<file path="config.mk">
export PLATFORM = sky130hd
export DESIGN_NAME = fetch_pc_unit
export DESIGN_NICKNAME = d
export VERILOG_FILES = /design/src/rtl/fetch_pc_unit.sv
export SDC_FILE = /design/constraint.sdc
export NUM_CORES = 1
export LEC_CHECK = 0
export BUFFER_PORTS_ARGS = -buffer_cell sky130_fd_sc_hd__buf_2
export CORE_UTILIZATION = 30
export CTS_CLUSTER_SIZE = 8
export DETAILED_ROUTE_END_ITERATION = 10
export REMOVE_ABC_BUFFERS = 1
export SYNTH_ARGS = -nofsm -noshare
export SYNTH_HDL_FRONTEND = slang
export SYNTH_SLANG_ARGS = --single-unit
</file>
<file path="constraint.sdc">
create_clock -name clk -period 2.4 [get_ports clk]
set_input_delay 0.24 -clock clk [delete_from_list [all_inputs] [get_ports clk]]
set_output_delay 0.24 -clock clk [all_outputs]
set_load 0.01 [all_outputs]
</file>
<file path="src/rtl/fetch_pc_unit.sv">
// Instruction-fetch PC generator: one outstanding instruction read, a one-entry
// decode buffer, and squashing of wrong-path fetches on jump/trap redirects.
module fetch_pc_unit #(
    parameter logic [31:0] RESET_PC = 32'h0000_0000
) (
    input  logic        clk,
    input  logic        reset,
    input  logic        jump_pc_in,
    input  logic [31:0] jump_target_in,
    input  logic        trap_valid_in,
    input  logic [31:0] trap_pc_in,
    output logic        mem_req_valid,
    output logic [31:0] mem_req_addr,
    input  logic        mem_req_ready,
    input  logic        mem_resp_valid,
    input  logic [31:0] mem_resp_data,
    output logic        fetch_valid,
    output logic [31:0] fetch_inst,
    output logic [31:0] fetch_pc,
    input  logic        fetch_ready
);

    localparam logic [1:0] ST_REQ  = 2'd0;
    localparam logic [1:0] ST_WAIT = 2'd1;
    localparam logic [1:0] ST_HOLD = 2'd2;

    logic [1:0]  state_r;
    logic [1:0]  state_nxt_s;
    logic [31:0] pc_r;
    logic [31:0] pc_nxt_s;
    logic [31:0] inst_q_r;
    logic [31:0] pc_q_r;
    logic [31:0] sel_pc_s;
    logic [31:0] target_s;
    logic        drop_r;
    logic        drop_nxt_s;
    logic        redirect_s;
    logic        capture_s;
    logic        fetch_hs_s;

    // Trap outranks jump; targets are always word aligned.
    assign redirect_s    = trap_valid_in | jump_pc_in;
    assign sel_pc_s      = trap_valid_in ? trap_pc_in : jump_target_in;
    assign target_s      = sel_pc_s & 32'hFFFF_FFFC;

    // Request depends only on state, never on mem_req_ready.
    assign mem_req_valid = (state_r == ST_REQ) && !reset;
    assign mem_req_addr  = pc_r;
    // Combinational squash keeps a wrong-path instruction from leaving in the redirect cycle.
    assign fetch_valid   = (state_r == ST_HOLD) && !redirect_s && !reset;
    assign fetch_hs_s    = fetch_valid && fetch_ready;
    assign fetch_inst    = inst_q_r;
    assign fetch_pc      = pc_q_r;

    // Next-state, drop-flag and capture decisions of the fetch FSM.
    always_comb begin
        state_nxt_s = state_r;
        drop_nxt_s  = drop_r;
        capture_s   = 1'b0;
        case (state_r)
            ST_REQ: begin
                if (mem_req_ready) begin
                    state_nxt_s = ST_WAIT;
                    drop_nxt_s  = redirect_s;
                end else begin
                    state_nxt_s = ST_REQ;
                end
            end
            ST_WAIT: begin
                if (mem_resp_valid) begin
                    drop_nxt_s = 1'b0;
                    if (drop_r || redirect_s) begin
                        state_nxt_s = ST_REQ;
                    end else begin
                        state_nxt_s = ST_HOLD;
                        capture_s   = 1'b1;
                    end
                end else if (redirect_s) begin
                    drop_nxt_s = 1'b1;
                end else begin
                    drop_nxt_s = drop_r;
                end
            end
            ST_HOLD: begin
                if (redirect_s || fetch_hs_s) begin
                    state_nxt_s = ST_REQ;
                end else begin
                    state_nxt_s = ST_HOLD;
                end
            end
            default: begin
                state_nxt_s = ST_REQ;
                drop_nxt_s  = 1'b0;
            end
        endcase
    end

    // Next fetch PC: redirect target, sequential advance, or hold.
    always_comb begin
        pc_nxt_s = pc_r;
        if (redirect_s) begin
            pc_nxt_s = target_s;
        end else if (fetch_hs_s) begin
            pc_nxt_s = pc_r + 32'd4;
        end else begin
            pc_nxt_s = pc_r;
        end
    end

    // State, PC and decode-buffer registers with synchronous reset.
    always_ff @(posedge clk) begin
        if (reset) begin
            state_r  <= ST_REQ;
            pc_r     <= RESET_PC;
            drop_r   <= 1'b0;
            inst_q_r <= 32'd0;
            pc_q_r   <= 32'd0;
        end else begin
            state_r <= state_nxt_s;
            pc_r    <= pc_nxt_s;
            drop_r  <= drop_nxt_s;
            if (capture_s) begin
                inst_q_r <= mem_resp_data;
                pc_q_r   <= pc_r;
            end else begin
                inst_q_r <= inst_q_r;
                pc_q_r   <= pc_q_r;
            end
        end
    end

endmodule

</file>
==> impl_metrics.yaml, run 1 <==
floorplanning:
  coreArea_um2: 14500
  die_y_um: 124
  row_count: 44
  die-area_um2: 15300
  initial_core_util_pct: 30.6
  die-width_um: 124
  io_pins: 201
layout:
  fin_nets: 853
  fillCellCount: 1557
  area_growth_syn_to_layout_pct: 33.3
  layout-drive-gt1-share_pct: 33.2
  multi_input_area_um2: 2310
  fin_cells: 939
  postLayoutCoreUtil_pct: 40.9
  seqCellArea_um2: 1900
clocking:
  cts_resized: 0
  post_cts_buffers: 0
  cts_tree: "done"
  clk_path_buf_depth: 2
  cts_buffers: 9
  cts_sinks: 95
  insertion_delay_ps: 350
  htreeDepth: 3
  cts_hold_buf: 0
  clkSlewWorstSetupHoldPaths_ps: 70
  cts_root_buf: "clkbuf_16"
sta:
  slew_viol_final: 0
  fin_crit_sh_pct: 87.0
  fin_crit_ps: 2090
  fmax_ghz: 0.479
  fin_setup_tns_ps: 0
  setup_viol: 0
  timing.hold.ws_ps: 113
  finalHoldViolations: 0
  skew_ps: 5.24
  slew_headroom_pct: 56.3
  rsz0062_at_grt: "false"
  tightestPinTransition_ps: 655
synth:
  synth-seq-cells: 95
  synth_flop_cell: "dfxtp_1"
  ys_warn_count: 0
  yosysMostFrequentCell: "nand2_1"
  synth_top_family_by_area: "simple AND/OR/NAND/NOR gates"
  yosys.area_share.xor_xnor_pct: 2.37
  synth_common_cells: "153 x nand2_1, 95 x dfxtp_1, 84 x a21oi_1"
  synth_area_leaders: "dfxtp_1 43%, nand2_1 13%, a21oi_1 9.5%"
  synth-adder-area-share_pct: 0.282
  async_reset_ff_share_pct: 0
  muxShareOfSynthArea_pct: 0.677
  synth_area_um2: 4440
  syn_inst: 567
  synth_top_cell_area_share_pct: 42.9
  synth-edff-count: 0
  synthSimpleGateAreaFrac_pct: 26.0
  yosys.area.top_type: "dfxtp_1"
  syn_area_per_cell_um2: 7.82
  ys_seq_area_share_pct: 42.9
  synth_compound_area_share_pct: 22.2
  synth_cell_type_count: 60
flow_run:
  cap_violations: 0
global_routing:
  grt_overflow: 0
  grtUsageMet3_pct: 5.13
  grt-busiest-layer: "met2"
  antenna_found_initial: 1
  met1_usage_pct: 24.8
  grt_pass1_wl_mm: 22.3
  use_met2_pct: 30.8
  grt_pass1_vias: 4081
  grt_max_degree: 55
  grtUsageTotal_pct: 19.3
setup_path:
  worstPathArrival_ps: 2370
  worst_setup_path_start_kind: "register"
  cp_max_fo: 6
  cp-end-kind: "register"
  crit_type: "register to register"
  cp.required_ps: 2680
power_and_ir_drop:
  p_per_area_nw_per_um2: 610
  power.total_mw: 3.61
  ir_worst_vdd_uv: 384
  p_leak_nw: 2.52
drt:
  drtIter0Drc: 231
  drt-pass1-iter-count: 5
  drtAntennaViolNets: 0
  drt-vias-per-instance: 5.05
  routedWlPerCell_um: 15.8
  finalWirelength_mm: 14.8
  route.detailed.drc: 0
  vias: 4739
place:
  dp_hpwl_mm: 10.8
  gp_congestion: 0.826
  dp_cells: 922
  port_buffers: 192
run_status:
  status: "finished, final reports clean"
min_path:
  hold_path.class: "input port to register"
## critical path, cell delays in order (launching register included)
cell and delay [ps]:
dfxtp_1 430, ha_1 280, nand4_1 250, nor3_2 320, nand3_4 110, or4b_1 470
a31oi_1 160
## layout by cell type, fill, tap and decap left out, types with 6 or more instances in the layout
cell type / n
nand3_1: 7
inv_1: 9
nand2_1: 152
buf_2: 191
a211oi_1: 6
a22oi_1: 18
clkbuf_16: 9
dfxtp_1: 95
buf_4: 21
o22ai_1: 13
o21ai_0: 10
nor2_1: 21
nand4_1: 10
xnor2_1: 10
nor3_1: 13
a21oi_1: 84
## layout make-up
| type | instances | share of cell area, % |
|---|---|---|
| Timing Repair Buffer | 213 | 19.2 |
| Multi-Input combinational cell | 421 | 39.0 |
| Inverter | 9 | 0.571 |
| Tap cell | 184 | 3.89 |
| Clock buffer | 9 | 3.81 |
| Clock inverter | 7 | 1.35 |
| Antenna cell | 1 | 0.0423 |
| Sequential cell | 95 | 32.1 |
## logic make-up (layout without fill, tap and decap cells)
kind of cell               count (synthesis)  in the layout
xor gates and xnor gates                  12             12
adders and majority gates                  1              1
DFF                                       95             95
muxes                                      3              3
AOI/OAI and AO/OA                        161            161
buffers and inverters                     54            238
and+or+nand+nor                          240            240
other                                      1              5
## worst paths after layout
kind / slack (ps) / cells past startpoint / from / endpoint
worst max-delay path: 310 / 6 / mem_req_addr[2] / mem_req_addr[30]
worst min-delay path: 110 / 3 / mem_resp_data[17] / fetch_inst[17]
worst max register to register: 310 / 6 / mem_req_addr[2] / mem_req_addr[30]
worst min register to register: 450 / 2 / fetch_inst[25] / fetch_inst[25]
## sequential cells by signal, summed over array words and instances (netlist names)
| name | flops |
|---|---|
| drop_r | 1 |
| fetch_inst | 32 |
| fetch_pc | 30 |
| mem_req_addr | 30 |
| state_r | 2 |
## routing by layer
| metal | part of all wire (%) | vias up |
|---|---|---|
| li1 | - | 2366 |
| met1 | 46 | 2179 |
| met2 | 45 | 176 |
| met3 | 7.5 | 18 |
| met4 | 1.5 | 0 |
| met5 | 0 | - |
## metrics by stage
stage	setup slack [ps]	cell area (µm²)
6_report	313	5920
5_1_grt	148	5920
4_1_cts	324	5910
3_5_place_dp	373	5610
3_3_place_gp	404	5610
2_1_floorplan	86.1	4240
## where the power goes
group | internal [mW] | leakage, nW | switching (mW)
clock | 0.821 | 0.143 | 0.678
sequential | 1.62 | 0.772 | 0.0664
combinational | 0.189 | 1.60 | 0.230
total | 2.63 | 2.52 | 0.974
Power figures use the tool's default switching activity.
==> run 2: changes to the inputs <==
- PLACE_DENSITY_LB_ADDON: not set -> 0.12
==> run 2 against run 1 <==
  * Non-clock buffer count is the same
  * Critical path depth is the same
  * Flip-flop and latch count is the same
  * Core utilization grew 0.28 points
  * Worst hold slack gained 16 ps
  * Maximum frequency shrank 0.39%
  * Global-route usage grew 0.38 points
  * Power grew 4.6%
  * Critical path type unchanged
  * Critical endpoint unchanged
  * Largest power group unchanged
==> impl_metrics.yaml, run 2 (same netlist as run 1, synthesis figures left out) <==
global_routing:
  grt_pass1_vias: 4323
  antenna_found_initial: 1
  grt_pass1_wl_mm: 22.6
  grtUsageTotal_pct: 19.6
  grt_overflow: 0
  grt_max_degree: 63
clocking:
  cts_root_buf: "clkbuf_16"
  cts_hold_buf: 0
  htreeDepth: 3
  clk_path_buf_depth: 2
  cts_buffers: 9
  cts_sinks: 95
  clkSlewWorstSetupHoldPaths_ps: 70
  cts_resized: 0
  insertion_delay_ps: 350
  post_cts_buffers: 0
  cts_tree: "done"
power_and_ir_drop:
  ir_worst_vdd_uv: 309
  power_frac_comb_pct: 11.2
  p_sw_share_pct: 24.8
  p_per_area_nw_per_um2: 633
  p_leak_nw: 2.55
  pwr-share-seq_pct: 44.7
  power.internal_mw: 2.84
  power.total_mw: 3.77
  clock_power_share_pct: 44.1
  p_switching_uw: 936
sta:
  fin_setup_tns_ps: 0
  rsz0062_at_grt: "false"
  finalHoldViolations: 0
  fmax_ghz: 0.477
  setup_viol: 0
  fin_crit_ps: 2090
  fin_crit_sh_pct: 87.3
  skew_ps: 8.45
  tightestPinTransition_ps: 672
  slew_viol_final: 0
  slew_headroom_pct: 55.2
layout:
  area_growth_syn_to_layout_pct: 34.2
  mostFrequentLayoutCell: "buf_2"
  fillCellCount: 1549
  layout_common_cells: "191 x buf_2, 152 x nand2_1, 95 x dfxtp_1"
  largest_reg_flops: 32
  layout-drive-gt1-share_pct: 33.2
  fin_nets: 853
  fin_cells: 940
  design_area_um2: 5960
run_status:
  status: "finished, final reports clean"
setup_path:
  crit_type: "register to register"
  r2r-start: "mem_req_addr[3]"
  worst_setup_path_start_kind: "register"
  cp_max_fo: 6
  worstPathArrival_ps: 2370
  crit_start: "mem_req_addr[3]"
  cp-end-kind: "register"
  cp.required_ps: 2670
min_path:
  hold_start: "mem_resp_data[13]"
  hold_path.class: "input port to register"
floorplanning:
  initial_core_util_pct: 30.6
  coreArea_um2: 14500
  io_pins: 201
  die_y_um: 124
  die-width_um: 124
  die-area_um2: 15300
  row_count: 44
place:
  dp_hpwl_mm: 10.9
  port_buffers: 192
  dp_cells: 922
  gp_congestion: 0.825
  placed_area_um2: 5610
drt:
  route.detailed.drc: 0
  drt-vias-per-instance: 5.03
  finalWirelength_mm: 14.9
  drt-pass1-iter-count: 5
  drtAntennaViolNets: 0
  drtIter0Drc: 326
  vias: 4732
  routedWlPerCell_um: 15.9
flow_run:
  cap_violations: 0
==> run 2: cell types whose count changed in the layout (fill, tap and decap cells not counted), sizes merged <==
cell,delta
inv,-1
bufinv,+2
clkinv,+1
clkinvlp,-2
diode,+1
==> run 2: through the flow <==
step | hold WS [ps] | util [%] | setup slack (ps)
floorplan | 309 | - | 86.1
global placement | 440 | 38.7 | 388
detailed placement | 445 | 38.7 | 312
CTS | 114 | 41.1 | 312
global route | 117 | 41.1 | 70.6
finish | 128 | 41.1 | 305
==> run 2: path summary, 6_finish.rpt <==
path                            cells after the start          endpoint  slack, ps
worst max register to register                      6  mem_req_addr[30]        310
worst min register to register                      2      fetch_pc[15]        450
worst min-delay path                                3    fetch_inst[13]        130
worst max-delay path                                6  mem_req_addr[30]        310
==> run 2: power by group through the flow <==
stage	combinational, mW	clock [mW]	sequential [mW]
3_3_place_gp	0.421	0	1.72
5_1_grt	0.472	1.79	1.69
3_5_place_dp	0.427	0	1.72
2_1_floorplan	0.159	0	1.73
6_report	0.424	1.66	1.69
4_1_cts	0.429	1.71	1.69
==> run 2: worst max-delay path, cell delays in order, from the launching register on <==
cell and delay [ps]:
dfxtp_1 410, ha_1 260, nand4_1 260, nor3_2 310
nand3_4 110, or4b_1 480, a31oi_1 190
==> run 2: cell type report <==
| class | count | area [µm²] | area share, % |
|---|---|---|---|
| tap | 184 | 230 | 3.87 |
| inverter | 9 | 33.8 | 0.567 |
| antenna | 2 | 5.00 | 0.0840 |
| clock buffer | 9 | 225 | 3.78 |
| multi-input combinational | 421 | 2310 | 38.8 |
| timing repair buffer | 213 | 1130 | 19.0 |
| sequential | 95 | 1900 | 31.9 |
| clock inverter | 7 | 118 | 1.97 |
==> run 2: routing by layer <==
metal	GRT usage, %	routed length (µm)
met4	7.00	196
met3	4.85	1280
met2	32.0	6880
met1	25.0	6570
met5	0	0
